$ cat src/rtl/word_packer_256.sv
// ---------------------------------------------------------------------------
// word_packer_256
//
// Packs a stream of 16-bit words into 256-bit bus words for the variable-size
// word FIFO downstream. Up to 16 input words are gathered into one bus word.
// The packed word is written out in a single FIFO write when:
//   - all 16 slots are filled,
//   - the source marks the end of a burst with in_last, or
//   - the input has been idle for TIMEOUT cycles while a partial word is held.
// The FIFO full flag is honoured: a pending write waits, with all outputs
// held, until full drops.
//
// Parameters:
//   TIMEOUT   idle cycles with a partial word before a forced flush; 0 = off
//
// Ports:
//   clk        in   1    clock, rising edge
//   reset_p    in   1    asynchronous active-high reset
//   in_data    in   16   input word
//   in_valid   in   1    in_data is valid
//   in_last    in   1    word ends a burst (qualified by in_valid)
//   in_ready   out  1    packer accepts a word this cycle
//   data_o     out  256  packed word, word k at bits [k*16+15:k*16]
//   size_o     out  4    number of valid words on data_o, 0 encodes 16
//   data_we    out  1    write data_o/size_o into the FIFO this cycle
//   full       in   1    FIFO full, blocks data_we
//   flush_cnt  out  16   completed writes, wraps modulo 2^16
// ---------------------------------------------------------------------------
module word_packer_256 #(
    parameter int TIMEOUT = 32
) (
    input  logic         clk,
    input  logic         reset_p,
    input  logic [15:0]  in_data,
    input  logic         in_valid,
    input  logic         in_last,
    output logic         in_ready,
    output logic [255:0] data_o,
    output logic [3:0]   size_o,
    output logic         data_we,
    input  logic         full,
    output logic [15:0]  flush_cnt
);

    typedef enum logic {
        ST_COLLECT = 1'b0,
        ST_FLUSH   = 1'b1
    } state_t;

    // idle_cnt value at which the forced flush fires; unused when TIMEOUT=0.
    localparam logic [15:0] IDLE_LIMIT = (TIMEOUT > 0) ? 16'(TIMEOUT - 1) : 16'd0;
    localparam bit          TIMEOUT_EN = (TIMEOUT > 0);

    state_t      state_q, state_d;
    logic [4:0]  word_idx_q, word_idx_d;
    logic [15:0] idle_cnt_q, idle_cnt_d;
    logic [15:0] flush_cnt_q, flush_cnt_d;

    logic accept;
    logic last_slot;
    logic timeout_hit;

    // in_ready is forced low while reset is held, not only after the flops
    // settle, so no word can be handshaked during reset.
    assign in_ready    = (state_q == ST_COLLECT) && !reset_p;
    assign accept      = in_valid && in_ready;
    assign data_we     = (state_q == ST_FLUSH) && !full;
    assign last_slot   = (word_idx_q == 5'd15);
    assign timeout_hit = TIMEOUT_EN && (word_idx_q != 5'd0) && !accept
                         && (idle_cnt_q == IDLE_LIMIT);

    assign size_o    = word_idx_q[3:0];
    assign flush_cnt = flush_cnt_q;

    // -----------------------------------------------------------------------
    // State register
    // -----------------------------------------------------------------------
    always_ff @(posedge clk or posedge reset_p) begin
        if (reset_p) begin
            state_q     <= ST_COLLECT;
            word_idx_q  <= 5'd0;
            idle_cnt_q  <= 16'd0;
            flush_cnt_q <= 16'd0;
        end else begin
            state_q     <= state_d;
            word_idx_q  <= word_idx_d;
            idle_cnt_q  <= idle_cnt_d;
            flush_cnt_q <= flush_cnt_d;
        end
    end

    // -----------------------------------------------------------------------
    // Next-state logic
    // -----------------------------------------------------------------------
    always_comb begin
        state_d     = state_q;
        word_idx_d  = word_idx_q;
        idle_cnt_d  = idle_cnt_q;
        flush_cnt_d = flush_cnt_q;

        case (state_q)
            ST_COLLECT: begin
                if (accept) begin
                    word_idx_d = word_idx_q + 5'd1;
                    idle_cnt_d = 16'd0;
                    // The 16th word and in_last both end the bus word; when they
                    // coincide this is still a single transition, hence one write.
                    if (last_slot || in_last) begin
                        state_d = ST_FLUSH;
                    end
                end else if (word_idx_q != 5'd0) begin
                    if (timeout_hit) begin
                        state_d = ST_FLUSH;
                    end
                    if (idle_cnt_q != 16'hFFFF) begin
                        idle_cnt_d = idle_cnt_q + 16'd1;
                    end
                end else begin
                    // Nothing buffered: idle time is meaningless, keep it at 0.
                    idle_cnt_d = 16'd0;
                end
            end

            ST_FLUSH: begin
                idle_cnt_d = 16'd0;
                if (data_we) begin
                    state_d     = ST_COLLECT;
                    word_idx_d  = 5'd0;
                    flush_cnt_d = flush_cnt_q + 16'd1;
                end
            end

            default: begin
                state_d = ST_COLLECT;
            end
        endcase
    end

    // -----------------------------------------------------------------------
    // Slot registers. Each slot is cleared when the write completes, so slots
    // above size_o always read back as zero on data_o.
    // -----------------------------------------------------------------------
    genvar gi;
    generate
        for (gi = 0; gi < 16; gi++) begin : g_slot
            logic [15:0] slot_q;
            logic        wr_en;

            // word_idx never exceeds 15 in COLLECT, so the low 4 bits select
            // the slot directly.
            assign wr_en = accept && (word_idx_q[3:0] == 4'(gi));

            always_ff @(posedge clk or posedge reset_p) begin
                if (reset_p) begin
                    slot_q <= 16'd0;
                end else if (data_we) begin
                    slot_q <= 16'd0;
                end else if (wr_en) begin
                    slot_q <= in_data;
                end
            end

            assign data_o[gi*16 +: 16] = slot_q;
        end
    endgenerate

endmodule

$ cat config.mk
export PLATFORM = sky130hd
export DESIGN_NAME = word_packer_256
export DESIGN_NICKNAME = d
export VERILOG_FILES = /design/src/rtl/word_packer_256.sv
export SDC_FILE = /design/constraint.sdc
export NUM_CORES = 1
export LEC_CHECK = 0
export CAP_MARGIN = 15
export CELL_PAD_IN_SITES_DETAIL_PLACEMENT = 0
export CELL_PAD_IN_SITES_GLOBAL_PLACEMENT = 1
export CORE_ASPECT_RATIO = 0.5
export CORE_MARGIN = 8
export CORE_UTILIZATION = 40
export DETAILED_ROUTE_END_ITERATION = 6
export GPL_ROUTABILITY_DRIVEN = 0
export PLACE_DENSITY = 0.87
export SLEW_MARGIN = 10
export SYNTH_ARGS = -nofsm -noshare
export SYNTH_HDL_FRONTEND = slang
export SYNTH_SLANG_ARGS = --single-unit
$ cat constraint.sdc
create_clock -name clk -period 16.4 [get_ports clk]
set_clock_uncertainty 0.15 [all_clocks]
set_input_delay 3.28 -clock clk [delete_from_list [all_inputs] [get_ports clk]]
set_output_delay 3.28 -clock clk [all_outputs]
set_load 0.05 [all_outputs]
## After elaboration in Yosys (flattened, before gate mapping)

Index checks and enable logic that the tools add are counted.

| operators by class | value |
|---|---|
| $add $sub $neg | 3 |
| multiply operators | 0 |
| divide/modulo/power cells | 0 |
| $lt $le $gt $ge | 0 |
| equality and inequality tests | 21 |
| shift-type cells | 0 |
| muxes and demuxes | 45 |
| bitwise logic cells | 1 |
| reduce and logical (&&, ||, !) cells | 45 |

Operators by type and width:

| cell | count |
|---|---|
| $mux 16 | 35 |
| $add 16x1->16 const B | 2 |
| $eq 4x4->1 const B | 8 |
| $pmux 16 s2 | 1 |
| $reduce_bool 2->1 | 16 |
| $logic_and 1x1->1 | 21 |
| $eq 16x5->1 const B | 1 |
| $eq 4x3->1 const B | 4 |
| $ne 16x16->1 const B | 1 |
| $mux 5 | 2 |
| $pmux 5 s2 | 1 |
| $eq 4x2->1 const B | 2 |
| $add 5x1->5 const B | 1 |
| $eq 5x4->1 const B | 1 |
| $mux 1 | 5 |
| $reduce_bool 5->1 | 1 |
| $eq 4x1->1 const B | 1 |
| $logic_not 4->1 | 1 |
| $ne 2x2->1 const B | 2 |
| $ne 4x3->1 const B | 1 |
| $reduce_and 2->1 | 2 |
| $logic_not 1->1 | 3 |
| $pmux 1 s2 | 1 |
| $logic_or 1x1->1 | 1 |
| $not 1->1 | 1 |

| word-level totals | value |
|---|---|
| register bits | 294 |
| latch bits | 0 |
| RAM bits | 0 |
| memory bits (read-only) | 0 |
| input port bits | 21 |
| output and inout port bits | 278 |
| memories | 0 |

## Logic depth before layout (Yosys ltp)

| depth | value |
|---|---|
| word-level depth | 10 |
| depth in mapped cells | 8 |
| gate-level depth less buffers | 6 |

## Worst setup path after synthesis

Ideal clock, no wire load.

| path | value |
|---|---|
| path kind | input to output |
| from | in full |
| to | out data_we |
| arrival | 4.307 ns |
| path slack | 8.663 ns |
| stages on the path | 4 |
| path buffers | 2 |
| cell sequence | nand2b_1 > buf_2 > inv_2 > clkbuf_1 |

| on the way | value |
|---|---|
| word-level cells in the longest chain between the ends | 2 |

RTL lines:

| what | RTL line | RTL |
|---|---|---|
| start: declaration | 41 | `input logic full,` |
| $logic_not 1->1 | 67 | `assign data_we = (state_q == ST_FLUSH) && !full;` |
| $logic_and 1x1->1 | 67 |  |
| end: declaration | 40 | `output logic data_we,` |

No other way between the ends.

## Final worst setup path

Same ends and word-level chain as after synthesis.

==> impl_metrics.csv <==
group,metric,value,unit
status,outcome,"completed",
routing,postRouteWirelength,43000,µm
clock_tree,worstSkewPairLatency,550,ps
sta,setup_repair_after_global_routing_missed_its_margin,"false",
routing,drt-wirelength-per-cell,21.0,µm
finish,area_growth,30.7,%
yosys,synth-seq-area-share,0.581,
min_path,min_delay_worst_endpoint,"flush_cnt[15]",
sta,timing_max_transition_violations_final,0,
pwr,maximum_resistive_drop_on_vdd,0.0000929,V
sta,shortest_period_the_worst_path_allows,9110,ps
finish,multi_input_gate_area_in_the_final_layout,0.00451,mm²
yosys,postSynthRegisterBits,294,
floorplan,fp.dieArea,0.0379,mm²
routing,initialDrtViolationCount,1168,
yosys,synth.lib_cells_used.distinct,46,
sta,max_freq,0.110,GHz
floorplan,chipHeight,142,µm
routing,drt_pre_antenna_iters,5,
pwr,p_leak,6.95,nW
yosys,synth_area_leader_cell,"dfrtp_1",
critical_path,levels_on_crit_path,4,
yosys,synth.yosys.warnings,0,
yosys,synthMuxAreaShare,0.00158,
critical_path,reg2reg_from,"state_q",
routing,viasPerCell,5.23,
yosys,syn-cell-area,0.0127,mm²
yosys,synth_most_common_cell,"nand2_1",
finish,sequential_standard_cell_area,0.00736,mm²
sta,fin_tns_setup,0,ps
yosys,synth_simple_gate_area_share,0.217,
yosys,syn-num-nets,1401,
clock_tree,post_cts_resize_count,0,
clock_tree,h-tree-depth,1,
critical_path,critical_path_peak_fanout,38,
pwr,power.sequential.fraction,0.376,
routing,remaining_drc_errors,0,
finish,finish.net_count,1621,
routing,route.vias.total,10700,
sta,setup_viol,0,
critical_path,worst_path_dominant_cell_family,"buffers and inverters",
critical_path,critPathCaptureType,"output port",
yosys,synth_commonest_cells,"nand2_1, dfrtp_1, a21oi_1",
routing,count_of_antenna_violating_nets_left_after_detailed_routing,0,
yosys,synth.area.top_cells,"dfrtp_1, nand2_1, a21oi_1",
clock_tree,path_clk_slew,60,ps
critical_path,worstPathCellList,"clkdlybuf4s50_1 > nand2b_2 > inv_6 > clkdlybuf4s50_1",
yosys,postSynthCellCount,1373,
min_path,hold_path_depth,1,
pwr,total_power,2.37,mW
critical_path,critical_path_class,"input port to output port",
yosys,syn_avg_cell_area,9.22,µm²
floorplan,fp-row-count,46,
critical_path,timing.critical_path.from_type,"input port",
sta,final-hold-violation-count,0,
clock_tree,number_of_buffers_inserted_during_clock_tree_synthesis,28,
sta,final.period_utilization,0.555,
pwr,power_density_over_the_cells,143,mW/mm²
yosys,synth_xor_area_frac,0.0125,
finish,fraction_of_layout_cells_with_a_size_suffix_above_1,0.0545,
global_route,grt_util_all_layers,0.219,
global_route,grt_overflow,0,
critical_path,critPathMaxStageDelay,890,ps
floorplan,floorplan.core_area,0.0314,mm²
global_route,antenna_violations_before_repair,1,
placed_design,detailedPlacementHpwl,28400,µm
yosys,synth_top_family_by_area,"simple AND/OR/NAND/NOR gates",
critical_path,crit_top_cell,"clkdlybuf4s50_1",
yosys,synthAdderAreaFrac,0.00692,
floorplan,io_pins,299,
clock_tree,post_cts_hold_buffer_count,0,
critical_path,timing.critical_path.buf_inv,3,
floorplan,initial_utilization,0.403,
yosys,netlist.area_leader.share,0.581,
finish,fillers,2833,
critical_path,r2r_end,"flush_cnt[3]",
global_route,grt_pass1_wl,64700,µm
pwr,sw_frac_of_total,0.402,
critical_path,arrival,5680,ps
pwr,p_clk_frac,0.279,
run,max_cap_violations,0,
clock_tree,master_cell_of_the_clock_root_buffer,"clkbuf_16",
clock_tree,max-clock-path-buffers,3,
floorplan,fp.dieW,268,µm
sta,slew_headroom,0.221,
pwr,p_sw,0.954,mW
sta,worst-slew-pin-transition,1170,ps
critical_path,r2r_cells,5,
pwr,combinationalPowerShare,0.345,
critical_path,ff2ff_setup_slack,13350,ps
global_route,grt_start_max_net_pins,198,
clock_tree,cts.sinks,294,
clock_tree,tritoncts,"built",
yosys,area_fraction_in_compound_gates_after_synthesis,0.118,
pwr,internal-power,1.42,mW
critical_path,timing.critical_path.required,12970,ps
yosys,async_flop_share,1.00,
yosys,synth-main-ff-cell,"dfrtp_1",
yosys,count_of_flip_flops_with_a_built_in_enable_after_synthesis,0,
global_route,grt_pass1_vias,10400,
finish,num_antenna_cells,0,
min_path,worst_min_delay_path_category,"register to register",
placed_design,io_buffers,298,
critical_path,slowest_stage,"clkdlybuf4s50_1",
min_path,hold_path_startpoint,"flush_cnt[15]",
clock_tree,post-cts-setup-buffers,0,
metal layers:
metal | routed length (µm) | GRT usage | share of wire | up-vias
li1 | - | - | - | 4906
met1 | 16900 | 0.278 | 0.39 | 5392
met2 | 22000 | 0.382 | 0.51 | 339
met3 | 2960 | 0.0404 | 0.069 | 70
met4 | 1040 | 0.0576 | 0.024 | 0
met5 | 0 | 0 | 0 | -
logic make-up (layout without fill, tap and decap cells):
kind of cell             Yosys count  in the layout
multiplexers                       2              2
XOR/XNOR                          18             18
AND/OR/NAND/NOR                  615            615
buffers and inverters            147            389
flip-flops                       294            294
adder cells (fa/ha/maj)            7              7
AO/OA/AOI/OAI                    290            290
final cells by class:
class | instances | area share
repair buffers | 311 | 0.187
clock inverters | 10 | 0.00477
flip-flops and latches | 294 | 0.445
inverters | 26 | 0.00666
multi-input cells | 932 | 0.273
well taps | 432 | 0.0327
clock buffers | 42 | 0.0517
per-stage QoR:
stage | area, µm² | setup slack (ps) | hold slack (ps) | std cells | utilization
global placement | 15600 | 7330 | 310 | 1995 | 0.497
global route | 16500 | 7150 | 347 | 2047 | 0.526
floorplan | 12700 | 4850 | 318 | 1373 | -
CTS | 16500 | 7280 | 326 | 2047 | 0.526
detailed placement | 15600 | 7290 | 316 | 1995 | 0.497
finish | 16500 | 7290 | 323 | 2047 | 0.526
sequential cells by signal, summed over array words and instances (netlist names):
| signal | count |
|---|---|
| idle_cnt_q | 16 |
| word_idx_q | 5 |
| flush_cnt | 16 |
| g_slot.slot_q | 256 |
| state_q | 1 |
power groups by stage:
stage          Clock [mW]  Combinational [mW]  Sequential [mW]
3_3_place_gp            0               0.811            0.902
5_1_grt             0.699               0.861            0.903
6_report            0.661               0.819            0.893
3_5_place_dp            0               0.822            0.906
4_1_cts             0.672               0.824            0.893
2_1_floorplan           0               0.249             1.19
worst max-delay path by stage:
stage | slack, ps | to | start
after floorplan | 4850 | flush_cnt[0] | reset_p
after global placement | 7330 | data_we | full
after detailed placement | 7290 | data_we | full
after CTS | 7280 | data_we | full
after global routing | 7150 | data_we | full
final | 7290 | data_we | full
layout by cell type (no fill, tap or decap), types with 2 or more instances in the layout:
cell type,instances
nor3_1,6
o21ai_0,44
a21oi_1,232
or3_1,8
clkbuf_1,5
xor2_1,11
a31oi_1,2
inv_1,24
xnor2_1,7
clkbuf_8,8
clkdlybuf4s50_1,298
and3_1,18
ha_1,7
clkinv_2,8
nor4_1,3
nor2_1,14
and2b_2,2
a21oi_2,3
nand4_2,2
nand4_1,7
o31ai_1,3
clkbuf_16,29
buf_4,12
nand3_4,13
inv_6,2
mux2i_1,2
nand2_1,496
and2_1,2
nand3_1,28
and4_1,6
dfrtp_1,294
Note: power is estimated with default switching activity, not from simulation.
